<file path="src/rtl/adc_serial_pkg.sv">
// Shared definitions for the ADC result serial link: FSM states, default
// geometry and the frame-length helper used by both ends of the link.
package adc_serial_pkg;

  typedef enum logic [1:0] {
    IDLE,
    SETUP,
    SHIFT,
    HOLD
  } state_t;

  localparam int unsigned DEF_DATA_W  = 10;
  localparam int unsigned DEF_CLK_DIV = 4;

  // Number of clk cycles cs_n stays low for one frame.
  function automatic int unsigned frame_cycles(input int unsigned data_w,
                                               input int unsigned clk_div);
    return clk_div * (2 * data_w + 2);
  endfunction

endpackage

</file>
<file path="src/rtl/sclk_tick_gen.sv">
// Half-period tick generator for the serial clock: counts CLK_DIV system
// clocks and flags the last one, restarting cleanly at frame start.
module sclk_tick_gen #(
  parameter int unsigned CLK_DIV = 4
) (
  input  logic clk,
  input  logic reset_n,
  input  logic clr,
  input  logic en,
  output logic tick
);

  localparam int unsigned CW = (CLK_DIV > 1) ? $clog2(CLK_DIV) : 1;
  localparam logic [CW-1:0] TERM = CW'(CLK_DIV - 1);

  logic [CW-1:0] cnt;

  // Divider counter, wraps only on explicit terminal compare.
  always_ff @(posedge clk or negedge reset_n) begin
    if (!reset_n) begin
      cnt <= '0;
    end else if (clr) begin
      cnt <= '0;
    end else if (en) begin
      if (cnt == TERM) cnt <= '0;
      else             cnt <= cnt + 1'b1;
    end
  end

  assign tick = en && (cnt == TERM);

endmodule

</file>
<file path="src/rtl/adc_result_serializer.sv">
// ADC result serializer: accepts a parallel conversion word over valid/ready
// and sends it MSB-first on a cs_n/sclk/sdata link clocked from clk.
module adc_result_serializer
  import adc_serial_pkg::*;
#(
  parameter int unsigned DATA_W  = DEF_DATA_W,
  parameter int unsigned CLK_DIV = DEF_CLK_DIV
) (
  input  logic              clk,
  input  logic              reset_n,
  input  logic [DATA_W-1:0] data_in,
  input  logic              data_valid,
  output logic              data_ready,
  output logic              cs_n,
  output logic              sclk,
  output logic              sdata,
  output logic              busy,
  output logic              done
);

  localparam int unsigned BW = $clog2(DATA_W);
  localparam logic [BW-1:0] LAST_BIT = BW'(DATA_W - 1);

  state_t state, next_state;

  logic [DATA_W-1:0] shreg;
  logic [BW-1:0]     bit_cnt;
  logic              accept;
  logic              tick;
  logic              last_bit;
  logic              cs_n_nxt;
  logic              sclk_nxt;
  logic              done_nxt;

  assign data_ready = (state == IDLE);
  assign busy       = ~data_ready;
  assign accept     = data_valid && data_ready;
  assign last_bit   = (bit_cnt == LAST_BIT);
  // The shift register's MSB is the line; it is cleared whenever idle.
  assign sdata      = shreg[DATA_W-1];

  sclk_tick_gen #(
    .CLK_DIV(CLK_DIV)
  ) u_tick (
    .clk    (clk),
    .reset_n(reset_n),
    .clr    (accept),
    .en     (busy),
    .tick   (tick)
  );

  // State register.
  always_ff @(posedge clk or negedge reset_n) begin
    if (!reset_n) state <= IDLE;
    else          state <= next_state;
  end

  // Next-state decode; SHIFT ends on the low-half tick of the last bit.
  always_comb begin
    next_state = state;
    case (state)
      IDLE:    if (accept)                      next_state = SETUP;
      SETUP:   if (tick)                        next_state = SHIFT;
      SHIFT:   if (tick && !sclk && last_bit)   next_state = HOLD;
      HOLD:    if (tick)                        next_state = IDLE;
      default:                                  next_state = IDLE;
    endcase
  end

  // Next values of the registered link outputs.
  always_comb begin
    cs_n_nxt = (next_state == IDLE);
    sclk_nxt = (next_state == SHIFT) ? (sclk ^ tick) : 1'b0;
    done_nxt = (state == HOLD) && (next_state == IDLE);
  end

  // Link output registers.
  always_ff @(posedge clk or negedge reset_n) begin
    if (!reset_n) begin
      cs_n <= 1'b1;
      sclk <= 1'b0;
      done <= 1'b0;
    end else begin
      cs_n <= cs_n_nxt;
      sclk <= sclk_nxt;
      done <= done_nxt;
    end
  end

  // Shift register and bit counter. bit_cnt steps on the rising tick that
  // opens the next bit, so during a bit's low half it still names that bit
  // and the last-bit test needs no lookahead.
  always_ff @(posedge clk or negedge reset_n) begin
    if (!reset_n) begin
      shreg   <= '0;
      bit_cnt <= '0;
    end else if (accept) begin
      shreg   <= data_in;
      bit_cnt <= '0;
    end else if (state == SHIFT && tick) begin
      if (sclk) begin
        if (!last_bit) shreg <= {shreg[DATA_W-2:0], 1'b0};
      end else if (!last_bit) begin
        bit_cnt <= bit_cnt + 1'b1;
      end
    end else if (state == HOLD && tick) begin
      shreg <= '0;
    end
  end

endmodule

</file>
<file path="config.mk">
export PLATFORM = sky130hd
export DESIGN_NAME = adc_result_serializer
export DESIGN_NICKNAME = d
export VERILOG_FILES = /design/src/rtl/adc_serial_pkg.sv /design/src/rtl/sclk_tick_gen.sv /design/src/rtl/adc_result_serializer.sv
export SDC_FILE = /design/constraint.sdc
export NUM_CORES = 1
export LEC_CHECK = 0
export ABC_AREA = 1
export CAP_MARGIN = 25
export CORE_MARGIN = 8
export CORE_UTILIZATION = 46
export DETAILED_ROUTE_END_ITERATION = 8
export GPL_TIMING_DRIVEN = 0
export PLACE_DENSITY = 0.76
export SYNTH_ARGS = -nofsm -noshare
export SYNTH_HDL_FRONTEND = slang
export SYNTH_SLANG_ARGS = --single-unit
</file>
<file path="constraint.sdc">
create_clock -name clk -period 1.25 [get_ports clk]
set_clock_uncertainty 0.05 [all_clocks]
set_input_delay 0.125 -clock clk [delete_from_list [all_inputs] [get_ports clk]]
set_output_delay 0.125 -clock clk [all_outputs]
set_load 0.05 [all_outputs]
</file>
==> impl_metrics.tcl <==
set metrics [dict create \
    hold_path.class "input port to asynchronous set/reset pin" \
    drtAntennaViolNets 0 \
    yosysTopAreaCell "dfrtp_1" \
    dpl_cell_area_um2 1400 \
    viasPerCell 5.10 \
    intPower_uw 840 \
    clock_latency_ns 0.31 \
    cts-root-buf "clkbuf_4" \
    cts_buffers 3 \
    relSlewSlack 0.774 \
    wire_per_inst_um 13.5 \
    yosysSeqAreaShare 0.462 \
    cp_slowest_cell "dfrtp_2" \
    die_y_um 65.8 \
    critical_path.endpoint_type "register" \
    routed_wl_mm 2.90 \
    dp_hpwl_mm 1.81 \
    ys_ff_latch 21 \
    ioPinCount 19 \
    place_congestion 0.783 \
    fin_tns_setup_ns -1.41 \
    start_util 0.474 \
    power.leakage_uw 0.000904 \
    fmax_mhz 715 \
    maxCapViolCount 0 \
    power_uw 1070 \
    hold_viol 0 \
    switching_power_uw 226 \
    clock-sinks 21 \
    grt_max_degree 22 \
    critPathArrivalTime_ns 1.59 \
    tightest_slew_ns 0.338 \
    drt_pass1_iterations 4 \
    power_frac_comb 0.051 \
    worst_setup_path_start_kind "register" \
    diodes 0 \
    p_clk_frac 0.311 \
    grt_pass1_wl_mm 4.93 \
    die_w_um 65.8 \
    ys_types 21 \
    violations "negative setup slack" \
    grt_overflow 0 \
    core_um2 2410 \
    area_growth_pct 49.2 \
    path_cells "inv_4 > nand2_8 > nand2_2 > inv_2 > ha_1 > nand3b_1 > nor2_1" \
    rows 18 \
    drtIter0Drc 78 \
    period_needed_ns 1.40 \
    cts_max_level 1 \
    yosysWarningCount 0 \
    finalMaxSlewViolations 0 \
    syn_area_per_cell_um2 7.66 \
    crit_family "flip-flops" \
    path_clk_slew_ns 0.11 \
    outcome "complete, but fails checks" \
    cts_tree "done" \
    cts_buffer_depth 2 \
    syn_area_um2 1140 \
    syn_nets 166 \
    port_buffers 18 \
    crit_buf_inv 2 \
    cp_slowest_stage_delay_ns 0.47 \
    timing.final.crit_share 1.12 \
    grt_usage 0.142 \
    critical_path_class "register to register" \
    die_area_um2 4330 \
    vias 1091 \
    netlist_instances 149 \
    cp_max_fo 5 \
    grt_pass1_vias 1103 \
    cp.required_ns 1.45 \
    worst_slack_ns -0.149 \
    drive_gt1_frac 0.353 \
    synth_top_area_frac 0.439 \
    yosys-top-cells-area "dfrtp_1 (44%), nand2_1 (22%), nand3_1 (7.9%)" \
    nNetsFinal 202 \
    fin_area_um2 1700 \
    p_per_area_nw_per_um2 626 \
    setup_viol 19 \
    swShare 0.212 \
    seqPwrFrac 0.637 \
    rsz0062_at_grt "yes" \
    ir_worst_vdd_v 0.000535 \
    drcViolationCount 0 \
    antenna_found_initial 0 \
]
-- state kept, by name, summed over array words and instances (netlist names) --
register / cells
done: 1
bit_cnt: 4
u_tick.cnt: 2
state: 2
shreg: 10
sclk: 1
cs_n: 1
-- layout make-up --
class	instances	area, um2
inverters	16	70.1
fillers	178	707
well taps	30	37.5
multi-input cells	109	693
repair buffers	31	304
clock buffers	4	26.3
flip-flops and latches	21	531
plain buffers	3	41.3
-- cells in the mapped netlist --
cell type,n
nand2_1,66
dfrtp_1,20
nand3_1,18
inv_1,14
nor2_1,7
ha_1,4
nand3_2,4
a21oi_1,2
inv_2,2
buf_4,1
buf_6,1
clkbuf_8,1
dfstp_2,1
nand2_2,1
nand2_4,1
nand3b_1,1
nand4_1,1
nor2_2,1
o21ai_1,1
or2_2,1
xor2_1,1
-- metrics by stage --
stage / instances / utilization / hold WS [ns] / setup slack, ns
2_1_floorplan: 149 / - / -0.221 / -0.145
3_3_place_gp: 197 / 0.579 / 0.419 / -0.339
3_5_place_dp: 197 / 0.579 / 0.438 / -0.340
4_1_cts: 209 / 0.661 / 0.280 / -0.0691
5_1_grt: 214 / 0.707 / 0.0329 / -0.177
6_report: 214 / 0.707 / 0.0174 / -0.149
-- power groups by stage --
stage	registers, uW	clock network, uW	logic [uW]
2_1_floorplan	692	0	0.214
3_3_place_gp	692	0	51.9
3_5_place_dp	692	0	52.6
4_1_cts	679	345	52.9
5_1_grt	679	369	60.1
6_report	679	332	54.8
-- routing by layer --
metal | GRT usage | share of wire
met5 | 0 | 0
met3 | 0.0407 | 0.056
met2 | 0.245 | 0.53
met1 | 0.161 | 0.40
met4 | 0.0545 | 0.014
-- worst register-to-register path: stages, from the launching register on --
cell and delay (ns):
dfrtp_2 0.47, inv_4 0.09, nand2_8 0.06, nand2_2 0.09, inv_2 0.04, ha_1 0.27, nand3b_1 0.17, nor2_1 0.10
-- logic make-up (layout without fill, tap and decap cells) --
kind of cell / count (synthesis) / count (layout) / share of synthesized area
AOI/OAI and AO/OA: 3 / 3 / 0.0132
xor gates and xnor gates: 1 / 1 / 0.00768
adders and majority gates: 4 / 4 / 0.0439
buffers and inverters: 19 / 54 / 0.0811
DFF: 21 / 21 / 0.462
and+or+nand+nor: 101 / 101 / 0.393
-- layout by cell type (no fill, tap or decap), types with 2 or more instances in the layout --
| master | count |
|---|---|
| nor2_1 | 3 |
| nand2_4 | 4 |
| clkbuf_4 | 3 |
| dfrtp_2 | 3 |
| inv_4 | 4 |
| buf_2 | 2 |
| a21oi_1 | 2 |
| clkdlybuf4s50_1 | 12 |
| buf_8 | 4 |
| nand2_2 | 2 |
| nand3_4 | 3 |
| ha_1 | 3 |
| dfrtp_1 | 17 |
| buf_4 | 11 |
| inv_1 | 11 |
| nand3_1 | 5 |
| nor2_4 | 4 |
| nand3_2 | 14 |
| buf_6 | 2 |
| nand2_1 | 61 |
-- final timing paths --
check | start | end | slack [ns] | cells after the start
worst max-delay path | state[0]$_DFF_PN0_ | sclk$_DFF_PN0_ | -0.15 | 7
worst min-delay path | reset_n | shreg[1]$_DFFE_PN0P_ | 0.02 | 1
worst max register to register | state[0]$_DFF_PN0_ | sclk$_DFF_PN0_ | -0.15 | 7
worst min register to register | shreg[9]$_DFFE_PN0P_ | shreg[9]$_DFFE_PN0P_ | 0.48 | 2
max in group asynchronous | reset_n | cs_n$_DFF_PN1_ | 0.62 | 2
min in group clk | data_in[0] | shreg[0]$_DFFE_PN0P_ | 0.29 | 3
-- timing repair --
item / CTS / global route
pin swaps: 12 / 11
hold buffers: 0 / 0
endpoints found under the setup margin: 23 / 20
cloned: 2 / 1
gates resized for setup: 60 / 15
setup buffers: 6 / 3
No activity file was read; power rests on OpenSTA's default activity.
